$ cat src/rtl/md_audio_pkg.sv
// md_audio_pkg: shared state type, pan bit positions and arithmetic helpers for the audio mixer
package md_audio_pkg;
    typedef enum logic [1:0] {IDLE, ACC, SCALE, OUT} state_t;
    localparam int PAN_L = 1;
    localparam int PAN_R = 0;
    function automatic int unity_gain(input int frac);
        return 1 << frac;
    endfunction
    function automatic logic signed [63:0] saturate(input logic signed [63:0] v, input int w);
        logic signed [63:0] hi, lo;
        hi = (64'sd1 <<< (w - 1)) - 64'sd1;
        lo = -(64'sd1 <<< (w - 1));
        return v > hi ? hi : v < lo ? lo : v;
    endfunction
endpackage

$ cat src/rtl/md_audio_mixer_if.sv
// md_audio_mixer_if: channel, config and stereo output signals of the audio mixer
interface md_audio_mixer_if #(
    parameter int N_CH   = 4,
    parameter int IN_W   = 9,
    parameter int GAIN_W = 8,
    parameter int OUT_W  = 16,
    parameter int AW     = (N_CH > 1) ? $clog2(N_CH) : 1
);
    logic [N_CH*IN_W-1:0]    ch_data;
    logic [N_CH-1:0]         ch_stb;
    logic [N_CH-1:0]         ch_offset;
    logic                    cfg_we;
    logic [AW-1:0]           cfg_addr;
    logic [GAIN_W-1:0]       cfg_gain;
    logic [1:0]              cfg_pan;
    logic                    mix_tick;
    logic signed [OUT_W-1:0] out_l;
    logic signed [OUT_W-1:0] out_r;
    logic                    out_valid;
    logic [1:0]              out_clip;
    logic                    busy;
    logic                    tick_miss;
    modport master (
        output ch_data, ch_stb, ch_offset, cfg_we, cfg_addr, cfg_gain, cfg_pan, mix_tick,
        input  out_l, out_r, out_valid, out_clip, busy, tick_miss
    );
    modport slave (
        input  ch_data, ch_stb, ch_offset, cfg_we, cfg_addr, cfg_gain, cfg_pan, mix_tick,
        output out_l, out_r, out_valid, out_clip, busy, tick_miss
    );
endinterface

$ cat src/rtl/md_audio_sat.sv
// md_audio_sat: descale an accumulator by the gain fraction, apply output shift, clamp to OUT_W
module md_audio_sat #(
    parameter int ACC_W     = 20,
    parameter int GAIN_FRAC = 6,
    parameter int OUT_SHIFT = 5,
    parameter int OUT_W     = 16
) (
    input  logic signed [ACC_W-1:0] acc,
    output logic signed [OUT_W-1:0] y,
    output logic                    clip
);
    import md_audio_pkg::*;
    localparam int SW = ACC_W + OUT_SHIFT;
    logic signed [SW-1:0] v;
    logic signed [63:0]   w, s;
    always_comb begin
        v    = SW'(acc >>> GAIN_FRAC) <<< OUT_SHIFT;
        w    = 64'(v);
        s    = saturate(w, OUT_W);
        y    = s[OUT_W-1:0];
        clip = s != w;
    end
endmodule

$ cat src/rtl/md_audio_mixer.sv
// md_audio_mixer: time-multiplexed stereo mixer with per-channel gain/pan and one shared multiplier
module md_audio_mixer #(
    parameter int N_CH      = 4,
    parameter int IN_W      = 9,
    parameter int GAIN_W    = 8,
    parameter int GAIN_FRAC = 6,
    parameter int OUT_W     = 16,
    parameter int OUT_SHIFT = 5
) (
    input logic             MCLK,
    input logic             ext_reset,
    md_audio_mixer_if.slave bus
);
    import md_audio_pkg::*;
    localparam int AW    = (N_CH > 1) ? $clog2(N_CH) : 1;
    localparam int PW    = IN_W + GAIN_W + 1;
    localparam int ACC_W = PW + $clog2(N_CH);
    localparam logic [GAIN_W-1:0] UNITY = GAIN_W'(unity_gain(GAIN_FRAC));

    state_t                  state_q, state_d;
    logic [AW-1:0]           idx_q, idx_d;
    logic signed [IN_W-1:0]  hold_q [N_CH], hold_d [N_CH], sh_hold_q [N_CH], sh_hold_d [N_CH];
    logic [GAIN_W-1:0]       gain_q [N_CH], gain_d [N_CH], sh_gain_q [N_CH], sh_gain_d [N_CH];
    logic [1:0]              pan_q [N_CH], pan_d [N_CH], sh_pan_q [N_CH], sh_pan_d [N_CH];
    logic signed [ACC_W-1:0] acc_l_q, acc_l_d, acc_r_q, acc_r_d;
    logic signed [OUT_W-1:0] out_l_q, out_l_d, out_r_q, out_r_d, sat_l, sat_r;
    logic [1:0]              out_clip_q, out_clip_d;
    logic                    out_valid_q, out_valid_d, tick_miss_q, tick_miss_d, clip_l, clip_r;
    logic signed [PW-1:0]    prod;

    md_audio_sat #(.ACC_W(ACC_W), .GAIN_FRAC(GAIN_FRAC), .OUT_SHIFT(OUT_SHIFT), .OUT_W(OUT_W))
        u_sat_l (.acc(acc_l_q), .y(sat_l), .clip(clip_l));
    md_audio_sat #(.ACC_W(ACC_W), .GAIN_FRAC(GAIN_FRAC), .OUT_SHIFT(OUT_SHIFT), .OUT_W(OUT_W))
        u_sat_r (.acc(acc_r_q), .y(sat_r), .clip(clip_r));

    always_comb begin
        state_d     = state_q;
        idx_d       = idx_q;
        acc_l_d     = acc_l_q;
        acc_r_d     = acc_r_q;
        sh_hold_d   = sh_hold_q;
        sh_gain_d   = sh_gain_q;
        sh_pan_d    = sh_pan_q;
        out_l_d     = out_l_q;
        out_r_d     = out_r_q;
        out_clip_d  = out_clip_q;
        out_valid_d = 1'b0;
        tick_miss_d = bus.mix_tick && state_q != IDLE;
        // offset-binary becomes two's complement by flipping the MSB on latch
        for (int k = 0; k < N_CH; k++) begin
            hold_d[k] = bus.ch_stb[k] ? {bus.ch_data[k*IN_W+IN_W-1] ^ bus.ch_offset[k],
                                         bus.ch_data[k*IN_W +: IN_W-1]} : hold_q[k];
            gain_d[k] = (bus.cfg_we && bus.cfg_addr == AW'(k)) ? bus.cfg_gain : gain_q[k];
            pan_d[k]  = (bus.cfg_we && bus.cfg_addr == AW'(k)) ? bus.cfg_pan : pan_q[k];
        end
        prod = PW'(sh_hold_q[idx_q]) * PW'($signed({1'b0, sh_gain_q[idx_q]}));
        case (state_q)
            IDLE: if (bus.mix_tick) begin
                state_d   = ACC;
                idx_d     = '0;
                acc_l_d   = '0;
                acc_r_d   = '0;
                sh_hold_d = hold_d;
                sh_gain_d = gain_d;
                sh_pan_d  = pan_d;
            end
            ACC: begin
                acc_l_d = sh_pan_q[idx_q][PAN_L] ? acc_l_q + ACC_W'(prod) : acc_l_q;
                acc_r_d = sh_pan_q[idx_q][PAN_R] ? acc_r_q + ACC_W'(prod) : acc_r_q;
                idx_d   = idx_q + AW'(1);
                state_d = (idx_q == AW'(N_CH - 1)) ? SCALE : ACC;
            end
            SCALE: state_d = OUT;
            OUT: begin
                out_l_d     = sat_l;
                out_r_d     = sat_r;
                out_clip_d  = {clip_l, clip_r};
                out_valid_d = 1'b1;
                state_d     = IDLE;
            end
            default: state_d = IDLE;
        endcase
    end

    always_ff @(posedge MCLK or posedge ext_reset) begin
        if (ext_reset) begin
            state_q     <= IDLE;
            idx_q       <= '0;
            acc_l_q     <= '0;
            acc_r_q     <= '0;
            out_l_q     <= '0;
            out_r_q     <= '0;
            out_clip_q  <= '0;
            out_valid_q <= 1'b0;
            tick_miss_q <= 1'b0;
            for (int k = 0; k < N_CH; k++) begin
                hold_q[k]    <= '0;
                gain_q[k]    <= UNITY;
                pan_q[k]     <= 2'b11;
                sh_hold_q[k] <= '0;
                sh_gain_q[k] <= UNITY;
                sh_pan_q[k]  <= 2'b11;
            end
        end else begin
            state_q     <= state_d;
            idx_q       <= idx_d;
            acc_l_q     <= acc_l_d;
            acc_r_q     <= acc_r_d;
            out_l_q     <= out_l_d;
            out_r_q     <= out_r_d;
            out_clip_q  <= out_clip_d;
            out_valid_q <= out_valid_d;
            tick_miss_q <= tick_miss_d;
            hold_q      <= hold_d;
            gain_q      <= gain_d;
            pan_q       <= pan_d;
            sh_hold_q   <= sh_hold_d;
            sh_gain_q   <= sh_gain_d;
            sh_pan_q    <= sh_pan_d;
        end
    end

    assign bus.out_l     = out_l_q;
    assign bus.out_r     = out_r_q;
    assign bus.out_clip  = out_clip_q;
    assign bus.out_valid = out_valid_q;
    assign bus.busy      = state_q != IDLE;
    assign bus.tick_miss = tick_miss_q;
endmodule

$ cat src/flat_wrapper.sv
// flat-port wrapper written by rule: the top's interface ports become plain ports
module md_audio_mixer_flat import md_audio_pkg::*;
#(
    parameter int N_CH      = 4,
    parameter int IN_W      = 9,
    parameter int GAIN_W    = 8,
    parameter int GAIN_FRAC = 6,
    parameter int OUT_W     = 16,
    parameter int OUT_SHIFT = 5
)
  (MCLK, ext_reset, bus_ch_data, bus_ch_stb, bus_ch_offset, bus_cfg_we, bus_cfg_addr, bus_cfg_gain, bus_cfg_pan, bus_mix_tick, bus_out_l, bus_out_r, bus_out_valid, bus_out_clip, bus_busy, bus_tick_miss);
  md_audio_mixer_if #(.N_CH(N_CH), .IN_W(IN_W), .GAIN_W(GAIN_W), .OUT_W(OUT_W)) bus_i ();
  input logic MCLK;
  input logic ext_reset;
  input wire logic [$bits(bus_i.ch_data)-1:0] bus_ch_data;
  input wire logic [$bits(bus_i.ch_stb)-1:0] bus_ch_stb;
  input wire logic [$bits(bus_i.ch_offset)-1:0] bus_ch_offset;
  input wire logic [$bits(bus_i.cfg_we)-1:0] bus_cfg_we;
  input wire logic [$bits(bus_i.cfg_addr)-1:0] bus_cfg_addr;
  input wire logic [$bits(bus_i.cfg_gain)-1:0] bus_cfg_gain;
  input wire logic [$bits(bus_i.cfg_pan)-1:0] bus_cfg_pan;
  input wire logic [$bits(bus_i.mix_tick)-1:0] bus_mix_tick;
  output wire logic [$bits(bus_i.out_l)-1:0] bus_out_l;
  output wire logic [$bits(bus_i.out_r)-1:0] bus_out_r;
  output wire logic [$bits(bus_i.out_valid)-1:0] bus_out_valid;
  output wire logic [$bits(bus_i.out_clip)-1:0] bus_out_clip;
  output wire logic [$bits(bus_i.busy)-1:0] bus_busy;
  output wire logic [$bits(bus_i.tick_miss)-1:0] bus_tick_miss;
  assign bus_i.ch_data = bus_ch_data;
  assign bus_i.ch_stb = bus_ch_stb;
  assign bus_i.ch_offset = bus_ch_offset;
  assign bus_i.cfg_we = bus_cfg_we;
  assign bus_i.cfg_addr = bus_cfg_addr;
  assign bus_i.cfg_gain = bus_cfg_gain;
  assign bus_i.cfg_pan = bus_cfg_pan;
  assign bus_i.mix_tick = bus_mix_tick;
  assign bus_out_l = bus_i.out_l;
  assign bus_out_r = bus_i.out_r;
  assign bus_out_valid = bus_i.out_valid;
  assign bus_out_clip = bus_i.out_clip;
  assign bus_busy = bus_i.busy;
  assign bus_tick_miss = bus_i.tick_miss;
  md_audio_mixer #(.N_CH(N_CH), .IN_W(IN_W), .GAIN_W(GAIN_W), .GAIN_FRAC(GAIN_FRAC), .OUT_W(OUT_W), .OUT_SHIFT(OUT_SHIFT)) u_core (.MCLK(MCLK), .ext_reset(ext_reset), .bus(bus_i));
endmodule
$ cat config.mk
export PLATFORM = sky130hd
export DESIGN_NAME = md_audio_mixer_flat
export DESIGN_NICKNAME = d
export VERILOG_FILES = /design/src/rtl/md_audio_pkg.sv /design/src/rtl/md_audio_mixer_if.sv /design/src/rtl/md_audio_sat.sv /design/src/rtl/md_audio_mixer.sv /design/src/flat_wrapper.sv
export SDC_FILE = /design/constraint.sdc
export NUM_CORES = 1
export LEC_CHECK = 0
export CORE_UTILIZATION = 50
export DETAILED_ROUTE_END_ITERATION = 10
export PLACE_DENSITY = 0.7
export SYNTH_ARGS = -nofsm -noshare
export SYNTH_HDL_FRONTEND = slang
export SYNTH_SLANG_ARGS = --single-unit
$ cat constraint.sdc
create_clock -name MCLK -period 8.04 [get_ports MCLK]
set_input_delay 0.804 -clock MCLK [delete_from_list [all_inputs] [get_ports MCLK]]
set_output_delay 0.804 -clock MCLK [all_outputs]
set_load 0.01 [all_outputs]
==> impl_metrics.py, run 1 <==
metrics = {
    "clock_network": {
        "root_buffer": "clkbuf_16",
        "cts_tree": "done",
        "htree_levels": 1,
        "insertion_delay_ns": 0.53,
        "postCtsHoldBufs": 0,
        "cts_buffers": 24,
        "postCtsSetupRepairBufs": 0,
        "clock_path_buffers": 3,
        "clock_sinks": 224,
        "cts.clk_slew.worst_paths_ns": 0.06,
        "cts-resized-gates": 0,
    },
    "synth": {
        "synthFlopType": "dfrtp_1",
        "synth_enable_flop_cells": 0,
        "yosys_warnings": 0,
        "yosysUniqueCellTypes": 63,
        "avgSynthCellArea_um2": 11.3,
        "syn-cell-area_um2": 13700,
        "synth_seq_cells": 224,
        "netlist_instances": 1215,
        "synthArstFlopShare_pct": 100,
        "yosysSeqAreaShare_pct": 41.2,
        "synth_fp_nets": 1418,
    },
    "floorplan": {
        "fp.coreArea_um2": 26900,
        "dieArea_um2": 28000,
        "dieWidth_um": 167,
        "chipHeight_um": 167,
        "start_util_pct": 50.9,
        "top_level_ports": 97,
        "fp-row-count": 60,
    },
    "timing": {
        "fin_skew_ns": 0.0123,
        "relSlewSlack_pct": 27.7,
        "grt_setup_unrepaired": "false",
        "finalSetupViolations": 0,
        "fin_crit_ns": 7.21,
        "fin_crit_sh_pct": 89.6,
        "drv_slew": 0,
        "finalHoldViolCount": 0,
        "fmax_mhz": 139,
        "setup_tns_ns": 0,
        "worstMarginPinSlew_ns": 1.08,
    },
    "routing": {
        "wirelength_mm": 28.0,
        "vias": 8884,
        "drtAntennaViolNets": 0,
        "viasPerCell": 5.37,
        "first_iter_violations": 366,
        "post_drt_wl_per_cell_um": 16.9,
        "firstDrtPassIters": 5,
        "drc": 0,
    },
    "critical_path": {
        "cp_common_cell": "ha_1",
        "slowest_delay_ns": 0.66,
        "cp_top_family": "adder cells",
        "critPathMaxFanout": 21,
        "arrival_ns": 7.66,
        "path_class": "reg2reg",
        "path_buf_inv": 3,
        "endpoint_kind": "register",
        "startpoint_type": "register",
        "slowest_stage": "mux4_2",
        "crit_required_ns": 8.49,
    },
    "final_layout": {
        "area_delta_synth_final_pct": 14.6,
        "fillers": 2231,
        "stdcell_count": 1655,
        "antenna_cells": 0,
        "drive_gt1_share_pct": 19.0,
        "nNetsFinal": 1501,
    },
    "global_route": {
        "grt_pass1_wl_mm": 46.5,
        "antenna_found_initial": 0,
        "grt_max_degree": 150,
        "grt_usage_pct": 20.6,
        "grt_pass1_vias": 8908,
        "grt_remaining_overflow": 0,
    },
    "place": {
        "portBuffers": 96,
        "place_congestion": 0.865,
        "placed_cells": 1613,
        "dp_hpwl_mm": 21.0,
    },
    "min_path": {
        "hold_class": "reg2reg",
    },
    "run_status": {
        "outcome": "complete, no violations",
    },
    "flow_run": {
        "drv_cap": 0,
    },
}
layout by cell type, fill, tap and decap left out, types with 9 or more instances in the layout:
master and count:
a21o_1 15, a21oi_1 51, and2_1 41, clkbuf_16 24
clkdlybuf4s50_1 96, dfrtp_1 200, dfstp_2 24, fa_1 62
ha_1 81, inv_1 120, mux2_2 148, mux4_2 19
nand2_1 65, nand2b_1 22, nand3_1 51, nor2_1 62
nor3_1 11, o21a_1 9, o21ai_0 41, o21ai_1 11
xnor2_1 28, xor2_1 21
metal layers:
layer | share of wire (%) | wire [µm] | vias up | GRT usage [%]
li1 | - | - | 4324 | -
met1 | 47 | 13100 | 4348 | 28.4
met2 | 47 | 13300 | 170 | 34.0
met3 | 3.4 | 960 | 42 | 2.79
met4 | 2.6 | 735 | 0 | 5.74
met5 | 0 | 0 | - | 0
cell usage after synthesis (all sizes together), types with 22 or more instances:
cell      n  area [µm²]
a21oi    51         255
clkbuf   24        90.1
fa       62        1240
dfstp    24         631
ha       81        1010
dfrtp   200        5000
nor2     62         233
xnor2    29         262
and2     41         257
nand3    51         255
mux2    148        1670
o21ai    52         260
nand2    66         248
nand2b   22         138
inv     122         458
worst paths after layout:
check / depth (start not counted) / slack [ns] / startpoint / to
setup / recovery: 28 / 0.83 / u_core.idx_q[0] / u_core.acc_l_q[19]
hold / removal: 2 / 0.48 / u_core.bus.out_l[15] / u_core.bus.out_l[15]
setup reg to reg: 28 / 0.83 / u_core.idx_q[0] / u_core.acc_l_q[19]
hold reg to reg: 2 / 0.48 / u_core.bus.out_l[15] / u_core.bus.out_l[15]
max in group asynchronous: 3 / 5.53 / ext_reset / u_core.sh_hold_q[18]
min in group asynchronous: 2 / 0.93 / ext_reset / u_core.bus.out_l[13]
logic make-up after synthesis:
| logic type | Yosys count | share of synthesized area [%] |
|---|---|---|
| simple gates | 287 | 10.4 |
| flops | 224 | 41.2 |
| compound gates | 175 | 8.33 |
| mux | 169 | 15.5 |
| buf+inv | 167 | 4.82 |
| fa+ha+maj | 143 | 16.5 |
| xor+xnor | 50 | 3.26 |
through the flow:
step	instance area, µm²	setup WS, ns	hold WS [ns]	utilization [%]
global route	15700	0.405	0.489	58.3
floorplan	13700	1.03	0.468	-
global placement	14900	0.931	0.453	55.5
CTS	15700	0.807	0.478	58.3
detailed placement	14900	0.846	0.465	55.5
finish	15700	0.835	0.476	58.3
worst reg2reg max path: cells and delay by family, from the launching register on:
family	cells	cell delay (ns)
buf+inv	3	0.45
flops	1	0.36
fa+ha+maj	7	2.48
mux	2	0.88
xor+xnor	1	0.19
simple gates	4	0.59
compound gates	11	2.17
flip-flops by register name (all words and copies together), names as in the netlist, named ones only:
signal	count
u_core.sh_gain_q	32
u_core.gain_q	32
u_core.bus.tick_miss	1
u_core.sh_hold_q	36
u_core.idx_q	2
u_core.bus.out_valid	1
u_core.hold_q	36
u_core.bus.out_l	12
u_core.bus.out_clip	2
u_core.sh_pan_q	8
u_core.state_q	1
u_core.acc_r_q	20
u_core.acc_l_q	20
u_core.pan_q	8
u_core.bus.out_r	12
final cells by class:
| type | instances | area, µm² | share of cell area (%) |
|---|---|---|---|
| multi-input combinational | 824 | 7390 | 47.1 |
| clock buffer | 35 | 692 | 4.42 |
| timing repair buffer | 102 | 1010 | 6.42 |
| clock inverter | 7 | 58.8 | 0.375 |
| sequential | 224 | 5640 | 36.0 |
| inverter | 122 | 465 | 2.97 |
| tap | 341 | 427 | 2.72 |
Power of run 1 is not shown: default switching activity piles up to over one toggle a cycle in this logic, so the estimate is an artifact.
==> run 2: changes to the inputs <==
--- a/config.mk
+++ b/config.mk
@@ -8,6 +8,7 @@
 export CORE_UTILIZATION = 50
 export DETAILED_ROUTE_END_ITERATION = 10
 export PLACE_DENSITY = 0.7
+export RECOVER_POWER = 50
 export SYNTH_ARGS = -nofsm -noshare
 export SYNTH_HDL_FRONTEND = slang
 export SYNTH_SLANG_ARGS = --single-unit
==> constraint.sdc (replaced) <==
create_clock -name MCLK -period 7.69 [get_ports MCLK]
set_input_delay 0.769 -clock MCLK [delete_from_list [all_inputs] [get_ports MCLK]]
set_output_delay 0.769 -clock MCLK [all_outputs]
set_load 0.01 [all_outputs]
==> impl_metrics.py, run 2 (same netlist as run 1, synthesis figures left out) <==
metrics = {
    "run_status": {
        "outcome": "complete, but fails checks",
        "violations": "capacitance limit, slew limit",
    },
    "floorplan": {
        "top_level_ports": 97,
        "fp-row-count": 60,
        "dieWidth_um": 167,
        "start_util_pct": 50.9,
        "fp.coreArea_um2": 26900,
        "chipHeight_um": 167,
        "dieArea_um2": 28000,
    },
    "clock_network": {
        "clock_path_buffers": 3,
        "cts-resized-gates": 0,
        "root_buffer": "clkbuf_16",
        "insertion_delay_ns": 0.53,
        "htree_levels": 1,
        "postCtsSetupRepairBufs": 0,
        "postCtsHoldBufs": 0,
        "clock_sinks": 224,
        "cts_buffers": 25,
        "cts_tree": "done",
        "cts.clk_slew.worst_paths_ns": 0.06,
    },
    "routing": {
        "vias": 9124,
        "wirelength_mm": 29.0,
        "drtAntennaViolNets": 0,
        "post_drt_wl_per_cell_um": 17.5,
        "firstDrtPassIters": 4,
        "first_iter_violations": 567,
        "viasPerCell": 5.50,
        "drc": 0,
    },
    "final_layout": {
        "stdcell_count": 1658,
        "ff_latch_area_um2": 5640,
        "final_cell_mix": "dfrtp_1 (200), inv_1 (122), mux2_2 (108)",
        "reg_top3": "u_core.hold_q (36), u_core.sh_hold_q (36)",
        "area_delta_synth_final_pct": 15.2,
        "antenna_cells": 0,
        "nNetsFinal": 1501,
        "multi_input_area_um2": 7380,
        "mostFrequentLayoutCell": "dfrtp_1",
        "fillers": 2222,
        "drive_gt1_share_pct": 15.9,
    },
    "timing": {
        "fin_skew_ns": 0.0106,
        "fmax_mhz": 137,
        "drv_slew": 192,
        "finalSetupViolations": 0,
        "grt_setup_unrepaired": "false",
        "setup_tns_ns": 0,
        "finalHoldViolCount": 0,
        "setup_slack_ns": 0.401,
        "worstMarginPinSlew_ns": 4.79,
        "fin_crit_ns": 7.29,
        "fin_crit_sh_pct": 94.8,
        "relSlewSlack_pct": -219,
    },
    "place": {
        "dp_worst_setup_slack_ns": 0.488,
        "portBuffers": 96,
        "placed_cells": 1612,
        "dp_hpwl_mm": 21.3,
        "place_congestion": 0.871,
    },
    "critical_path": {
        "slowest_stage": "dfrtp_1",
        "startpoint": "u_core.idx_q[1]",
        "startpoint_type": "register",
        "r2r_start": "u_core.idx_q[1]",
        "crit_required_ns": 8.14,
        "critPathMaxFanout": 16,
        "rrSetupSlack_ns": 0.40,
        "reg2reg_depth": 27,
        "arrival_ns": 7.74,
        "r2r_end": "u_core.acc_l_q[19]",
        "endpoint": "u_core.acc_l_q[19]",
        "endpoint_kind": "register",
        "path_class": "reg2reg",
        "slowest_delay_ns": 0.78,
        "cp_common_cell": "fa_1",
    },
    "global_route": {
        "grt_max_degree": 128,
        "grt_usage_pct": 21.5,
        "antenna_found_initial": 0,
        "grt_pass1_vias": 9413,
        "grt_pass1_wl_mm": 48.9,
        "grt_remaining_overflow": 0,
    },
    "flow_run": {
        "drv_cap": 2,
    },
    "min_path": {
        "hold_class": "reg2reg",
    },
}
-- run 2: changes by cell type in the layout (fill, tap and decap cells not counted), sizes merged --
cell,delta
clkinv,-2
clkdlybuf4s50,-7
bufinv,+2
dlygate4sd3,+7
inv,+2
buf,-1
clkinvlp,+2
-- run 2: worst min-delay path by stage --
stage | to | depth (start not counted) | slack [ns] | startpoint
after floorplan | u_core.gain_q[10] | 1 | 0.47 | u_core.gain_q[10]
after global placement | u_core.bus.out_l[15] | 2 | 0.45 | u_core.bus.out_l[15]
after detailed placement | u_core.bus.out_l[15] | 2 | 0.46 | u_core.bus.out_l[15]
after CTS | u_core.bus.out_l[15] | 2 | 0.47 | u_core.bus.out_l[15]
after global routing | u_core.gain_q[10] | 1 | 0.50 | u_core.gain_q[10]
final | u_core.bus.out_l[15] | 2 | 0.46 | u_core.bus.out_l[15]
-- run 2: worst max-delay path, delay by kind of cell, from the launching register on --
kind	cells	cell delay, ns
adder cells (fa/ha/maj)	6	2.62
AO/OA/AOI/OAI	11	2.21
flip-flops	1	0.78
multiplexers	2	0.68
AND/OR/NAND/NOR	4	0.52
XOR/XNOR	1	0.22
buffers and inverters	3	0.16
-- run 2: layout make-up --
type,instances,area share [%]
clock buffer,35,4.47
clock inverter,11,0.811
inverter,122,2.91
multi-input combinational,824,46.9
sequential,224,35.8
tap,341,2.71
timing repair buffer,101,6.42
-- run 2: metrics by stage --
step           cell area [µm²]  util [%]  hold slack, ns
2_1_floorplan            13700         -           0.468
3_3_place_gp             14900      55.5           0.455
3_5_place_dp             14900      55.5           0.459
4_1_cts                  15800      58.6           0.471
5_1_grt                  15700      58.6           0.504
6_report                 15700      58.6           0.462
-- run 2: routing by layer --
metal	up-vias	wire, µm	track usage (%)
met3	33	1010	2.46
met2	205	14200	37.2
li1	4333	-	-
met5	-	0	0
met1	4553	13300	29.4
met4	0	532	4.15
Power of run 2 is left out for the same reason.
